### config.mk
export PLATFORM = sky130hd
export DESIGN_NAME = ub_affine_read_sequencer
export DESIGN_NICKNAME = d
export VERILOG_FILES = /design/src/rtl/ub_affine_read_sequencer.sv
export SDC_FILE = /design/constraint.sdc
export NUM_CORES = 1
export LEC_CHECK = 0
export BUFFER_PORTS_ARGS = -buffer_cell sky130_fd_sc_hd__buf_4
export CAP_MARGIN = 20
export CELL_PAD_IN_SITES_DETAIL_PLACEMENT = 0
export CELL_PAD_IN_SITES_GLOBAL_PLACEMENT = 1
export CORE_ASPECT_RATIO = 0.6
export CORE_MARGIN = 5
export CORE_UTILIZATION = 42
export DETAILED_ROUTE_END_ITERATION = 12
export PLACE_DENSITY_LB_ADDON = 0.1
export SLEW_MARGIN = 10
export SYNTH_ARGS = -nofsm -noshare
export SYNTH_HDL_FRONTEND = slang
export SYNTH_SLANG_ARGS = --single-unit
export TNS_END_PERCENT = 100
### constraint.sdc
create_clock -name clk -period 5.2 [get_ports clk]
set_input_delay 0 -clock clk [delete_from_list [all_inputs] [get_ports clk]]
set_output_delay 0 -clock clk [all_outputs]
set_load 0.05 [all_outputs]
### src/rtl/ub_affine_read_sequencer.sv
`default_nettype none
// =============================================================================
// ub_affine_read_sequencer: walks a 3-level affine loop nest over a 4-bank
// unified buffer and streams read data through a 2-entry valid/ready FIFO.
// Rev 1.0
// =============================================================================
module ub_affine_read_sequencer #(
  parameter int DATA_W  = 16,
  parameter int CTRL_W  = 16,
  parameter int EXT0    = 1,
  parameter int EXT1    = 64,
  parameter int EXT2    = 64,
  parameter int STRIDE1 = 1,
  parameter int STRIDE2 = 64,
  parameter int BANK_AW = 12
) (
  input  logic                   clk,
  input  logic                   rst_n,
  input  logic                   flush,
  input  logic                   start,
  output logic                   busy,
  output logic                   done,
  output logic                   ren,
  output logic [2:0][CTRL_W-1:0] ctrl_vars,
  output logic [1:0]             bank_sel,
  output logic [BANK_AW-1:0]     bank_addr,
  input  logic [3:0][DATA_W-1:0] mem_rdata,
  output logic [DATA_W-1:0]      out_data,
  output logic                   out_valid,
  input  logic                   out_ready
);

  localparam logic [1:0] C_ST_IDLE  = 2'd0;
  localparam logic [1:0] C_ST_RUN   = 2'd1;
  localparam logic [1:0] C_ST_DRAIN = 2'd2;

  localparam logic [CTRL_W-1:0] C_LAST0 = CTRL_W'(EXT0 - 1);
  localparam logic [CTRL_W-1:0] C_LAST1 = CTRL_W'(EXT1 - 1);
  localparam logic [CTRL_W-1:0] C_LAST2 = CTRL_W'(EXT2 - 1);

  logic [1:0]        state_q, state_d;
  logic [CTRL_W-1:0] cnt0_q, cnt0_d, cnt1_q, cnt1_d, cnt2_q, cnt2_d;
  logic              inflight_q, inflight_d;
  logic [1:0]        sel_q, sel_d;
  logic [DATA_W-1:0] fifo0_q, fifo0_d, fifo1_q, fifo1_d;
  logic [1:0]        count_q, count_d;
  logic              wr_ptr_q, wr_ptr_d, rd_ptr_q, rd_ptr_d;

  logic              w_pop;
  logic [2:0]        w_credit;
  logic              w_last;
  logic [DATA_W-1:0] w_rd_word;

  assign ctrl_vars[0] = cnt0_q;
  assign ctrl_vars[1] = cnt1_q;
  assign ctrl_vars[2] = cnt2_q;
  assign bank_sel     = {cnt2_q[0], cnt1_q[0]};
  // Only the low BANK_AW bits of the flat address survive; wrapping is intended.
  assign bank_addr    = BANK_AW'(cnt1_q) * BANK_AW'(STRIDE1)
                      + BANK_AW'(cnt2_q) * BANK_AW'(STRIDE2);

  assign out_valid = (count_q != 2'd0);
  assign out_data  = out_valid ? (rd_ptr_q ? fifo1_q : fifo0_q) : '0;
  assign w_pop     = out_valid & out_ready;
  assign w_credit  = {1'b0, count_q} + {2'b00, inflight_q} - {2'b00, w_pop};
  assign ren       = (state_q == C_ST_RUN) && (w_credit < 3'd2);
  assign w_last    = ren && (cnt1_q == C_LAST1) && (cnt2_q == C_LAST2) && (cnt0_q == C_LAST0);
  assign busy      = (state_q != C_ST_IDLE);
  assign done      = (state_q == C_ST_DRAIN) && (count_q == 2'd0) && !inflight_q;
  assign w_rd_word = mem_rdata[sel_q];

  always_comb begin
    state_d    = state_q;
    cnt0_d     = cnt0_q;
    cnt1_d     = cnt1_q;
    cnt2_d     = cnt2_q;
    inflight_d = ren;
    sel_d      = bank_sel;
    fifo0_d    = fifo0_q;
    fifo1_d    = fifo1_q;
    wr_ptr_d   = wr_ptr_q;
    rd_ptr_d   = rd_ptr_q;
    count_d    = count_q + {1'b0, inflight_q} - {1'b0, w_pop};

    // Read data returns one cycle after ren; a full FIFO may push and pop together.
    if (inflight_q) begin
      if (wr_ptr_q) fifo1_d = w_rd_word;
      else          fifo0_d = w_rd_word;
      wr_ptr_d = ~wr_ptr_q;
    end
    if (w_pop) rd_ptr_d = ~rd_ptr_q;

    case (state_q)
      C_ST_IDLE: begin
        if (start) state_d = C_ST_RUN;
      end
      C_ST_RUN: begin
        if (ren) begin
          if (cnt1_q == C_LAST1) begin
            cnt1_d = '0;
            if (cnt2_q == C_LAST2) begin
              cnt2_d = '0;
              cnt0_d = (cnt0_q == C_LAST0) ? '0 : cnt0_q + CTRL_W'(1);
            end else begin
              cnt2_d = cnt2_q + CTRL_W'(1);
            end
          end else begin
            cnt1_d = cnt1_q + CTRL_W'(1);
          end
          if (w_last) state_d = C_ST_DRAIN;
        end
      end
      C_ST_DRAIN: begin
        if (done) state_d = C_ST_IDLE;
      end
      default: state_d = C_ST_IDLE;
    endcase

    if (flush) begin
      state_d    = C_ST_IDLE;
      cnt0_d     = '0;
      cnt1_d     = '0;
      cnt2_d     = '0;
      inflight_d = 1'b0;
      sel_d      = 2'd0;
      fifo0_d    = '0;
      fifo1_d    = '0;
      count_d    = 2'd0;
      wr_ptr_d   = 1'b0;
      rd_ptr_d   = 1'b0;
    end
  end

  always_ff @(posedge clk or negedge rst_n) begin
    if (!rst_n) begin
      state_q    <= C_ST_IDLE;
      cnt0_q     <= '0;
      cnt1_q     <= '0;
      cnt2_q     <= '0;
      inflight_q <= 1'b0;
      sel_q      <= 2'd0;
      fifo0_q    <= '0;
      fifo1_q    <= '0;
      count_q    <= 2'd0;
      wr_ptr_q   <= 1'b0;
      rd_ptr_q   <= 1'b0;
    end else begin
      state_q    <= state_d;
      cnt0_q     <= cnt0_d;
      cnt1_q     <= cnt1_d;
      cnt2_q     <= cnt2_d;
      inflight_q <= inflight_d;
      sel_q      <= sel_d;
      fifo0_q    <= fifo0_d;
      fifo1_q    <= fifo1_d;
      count_q    <= count_d;
      wr_ptr_q   <= wr_ptr_d;
      rd_ptr_q   <= rd_ptr_d;
    end
  end

endmodule
`default_nettype wire

==> parameters.txt <==
Parameter                              Value

Power and ir drop
  Net switching share of the total power ... 33.8%
  PwrDens ... 290 nW/um2
  Worst vdd ir ... 0.242 mV
  Comb power frac ... 27.6%
  Leakage component of the power ... 2.95 nW
  Sequential Power Share ... 40.3%
  Switching pwr ... 0.000662 W
  Relative contribution of the clock network to total power ... 32.0%
  Internal portion of total power ... 0.00129 W

Timing
  Count of endpoints failing setup in the final report ... 0
  Maximum clock skew at final layout ... 5.72 ps
  RSZ-0062 raised after global routing ... false
  FMAX ... 246 MHz
  Final min period ... 4070 ps
  Accumulated negative setup slack ... 0 ps
  Part of the cycle the worst path needs ... 78.3%
  Max-slew violation total from the final report ... 0
  Pin slew with the least headroom to its limit ... 1120 ps
  Worst hold margin ... 70.3 ps
  Headroom to the max-slew limit ... 25.4%
  Hold Violations, Final ... 0

Final layout
  Antenna Diode Count ... 0
  Fraction of layout cells with a size suffix above 1 ... 27.1%
  Multi-input gate area in the final layout ... 2730 um2
  Combined flip-flop and latch cell area ... 2230 um2
  Post-layout util ... 55.6%
  Number of filler instances in the final layout ... 1110
  Final standard cell count with taps included and fillers excluded ... 873
  Post-layout net count ... 786
  Layout-stage area growth over the synthesis result ... 28.8%

Drt
  Post-DR vias/cell ... 5.59
  Routed Antenna Nets ... 0
  Wire length per cell after detailed routing ... 18.3 um
  DRC marker count from the first detailed-route iteration ... 341
  DR vias ... 4882
  Total routed wirelength ... 16000 um
  Length of the first detailed-routing pass in iterations ... 5
  DRC Markers ... 0

Clocking
  Total number of clock tree sinks ... 89
  Clock tree from TritonCTS ... done
  Clock transition at path regs ... 60 ps
  Clock root cell ... clkbuf_16
  Insertion delay to the later sink of the worst-skew pair ... 340 ps
  Number of post-CTS setup repair buffers ... 0
  H-tree level count ... 3
  CTS Buf Count ... 9
  Max Root-Sink Buffers ... 2

Global routing
  Global-route congestion overflow total ... 0
  Number of antenna violations at the first check in global routing ... 0
  Via count of the first global-routing pass ... 4811
  Overall Global Routing Usage ... 21.6%
  Global-route wire length before repair ... 25500 um
  Largest net degree at the start of global routing ... 72

Status
  Result of the run ... completed

Synth
  Post-Synthesis Cell Area ... 5240 um2
  Number of register bits inferred by synthesis ... 89
  Fraction of registers with async set or reset after synthesis ... 100%
  Most frequently used flop master after synthesis ... dfrtp_1
  Number of instances in the synthesized netlist ... 574
  Syn_nets ... 656
  Post-synth EDFFs ... 0
  Number of warnings reported in the yosys synthesis log ... 0
  Mean instance size in the synthesized netlist ... 9.12 um2
  Share of synthesized area occupied by flip-flops and latches ... 42.5%
  Count of distinct cell types in the synthesized netlist ... 49

Floorplanning
  Initial core utilization ... 43.1%
  Die H ... 96.5 um
  Die area ... 14900 um2
  Site row count ... 31
  Core Box Area ... 12100 um2
  Number of top-level pins ... 151
  Horizontal die dimension ... 154 um

Worst setup path
  Critical path capture point type ... register
  Worst-case register-to-register setup slack ... 1130 ps
  Crit path capture ... cnt0_q[7]
  R2R cell count ... 15
  Req. time, crit path ... 5460 ps
  Kind of start point of the critical path ... register
  Arr. time, crit path ... 4330 ps
  Path type of the worst setup path ... reg2reg
  Critical path peak fanout ... 22
  FF-to-FF End ... cnt0_q[7]
  Reg2reg start ... count_q[1]
  Critical path origin ... count_q[1]

Hold path
  Hold Crit Class ... in2async

Place
  Detailed placer's ending HPWL ... 11700 um
  Number of buffer cells added on primary ports ... 150
  Global placer's final weighted congestion ... 0.849
  Placed Instances ... 855

Flow run
  Max-cap check violation count ... 0
==> logic make-up after synthesis <==
group,Yosys count,share of synthesized area (%)
xor gates and xnor gates,18,3.01
muxes,33,10.1
DFF,89,42.5
buffers and inverters,63,5.45
and+or+nand+nor,241,22.9
adders and majority gates,13,3.39
AOI/OAI and AO/OA,117,12.6
==> final cells by class <==
class                   instances  area share, %
multi-input cells             422           40.4
flip-flops and latches         89           33.0
repair buffers                159           18.1
clock buffers                  13           4.01
well taps                     165           3.06
inverters                      23           1.28
clock inverters                 2          0.185
==> flip-flops by register name, summed over array words and instances, names as in the netlist <==
name	cells
cnt2_q	16
wr_ptr_q	1
fifo0_q	16
cnt0_q	16
sel_q	2
state_q	2
cnt1_q	16
count_q	2
fifo1_q	16
inflight_q	1
rd_ptr_q	1
==> power by group through the flow <==
stage | combinational (W) | clock [W] | sequential (W)
after floorplan | 0.000369 | 0 | 0.000783
after global placement | 0.000512 | 0 | 0.000809
after detailed placement | 0.000524 | 0 | 0.000812
after CTS | 0.000527 | 0.000641 | 0.000799
after global routing | 0.000588 | 0.000667 | 0.000797
final | 0.000541 | 0.000627 | 0.000789
==> worst max-delay path, cell delays in order (launching register included) <==
cell and delay (ps):
dfrtp_1 420, nor2_1 100, buf_4 250, inv_1 110
and2_1 200, ha_1 270, inv_1 40, ha_1 160
inv_1 60, fa_1 420, and3b_1 200, nand2_1 280
clkinv_1 330, a31oi_2 780, o21ai_0 200, a21oi_1 170
==> synthesized netlist by cell type (4+ instances only) <==
cell type	instances	area share (%)
nand3_1	24	2.3
inv_1	22	1.6
nor3_1	9	0.86
nor4_1	8	0.96
a21oi_1	58	5.5
and2_1	4	0.48
ha_1	11	2.6
xnor2_1	14	2.3
nor2b_1	6	0.72
buf_4	8	1.1
mux4_2	16	6.9
clkbuf_1	24	1.7
dfrtp_1	89	43
and3_1	4	0.48
mux2i_1	17	3.2
and4_1	4	0.67
or3_1	8	0.96
nand4_1	13	1.6
or4_1	13	1.9
o31ai_1	10	1.4
nand2_1	88	6.3
a31oi_1	4	0.48
nor2_1	46	3.3
xor2_1	4	0.67
o21ai_0	33	3.2
==> metrics by stage <==
| step | worst slack, ps | instance area, um2 | power, W |
|---|---|---|---|
| final | 1130 | 6750 | 0.00196 |
| after global routing | 707 | 6750 | 0.00205 |
| after CTS | 1140 | 6720 | 0.00197 |
| after detailed placement | 1170 | 6420 | 0.00134 |
| after global placement | 1340 | 6420 | 0.00132 |
| after floorplan | 1000 | 5240 | 0.00115 |
==> cell usage in the layout (no fill, tap or decap), types with 6 or more instances in the layout <==
cell type    n
o31ai_1     10
or3_1        8
nand3_1     24
nor2_1      46
a21oi_1     58
nor2b_1      6
nand2_1     88
nand4_1     13
o21ai_0     33
mux4_2      16
clkbuf_16    9
xnor2_1     14
inv_1       22
nor3_1       9
buf_4      156
dfrtp_1     89
or4_1       13
mux2i_1     17
ha_1        11
nor4_1       8
==> metal layers <==
layer	track usage (%)	vias up	wire length, um
li1	-	2303	-
met1	33.2	2397	8020
met2	30.4	168	6640
met5	0	-	0
met4	5.22	0	153
met3	5.21	14	1150
==> worst min-delay path by stage <==
stage                     slack, ps  cells past startpoint         to  start
final                            70                      2  cnt1_q[9]  rst_n
after global routing            100                      2  cnt1_q[7]  rst_n
after CTS                        70                      2  cnt1_q[9]  rst_n
after detailed placement       -110                      1  cnt1_q[9]  rst_n
after global placement         -110                      1  cnt1_q[7]  rst_n
after floorplan                -300                      0  cnt0_q[0]  rst_n
==> timing repair <==
item                                   CTS  global route
hold buffers                             2             0
endpoints found under the hold margin   19             0
gates resized for setup                  0             0
(Power assumes the default switching activity.)
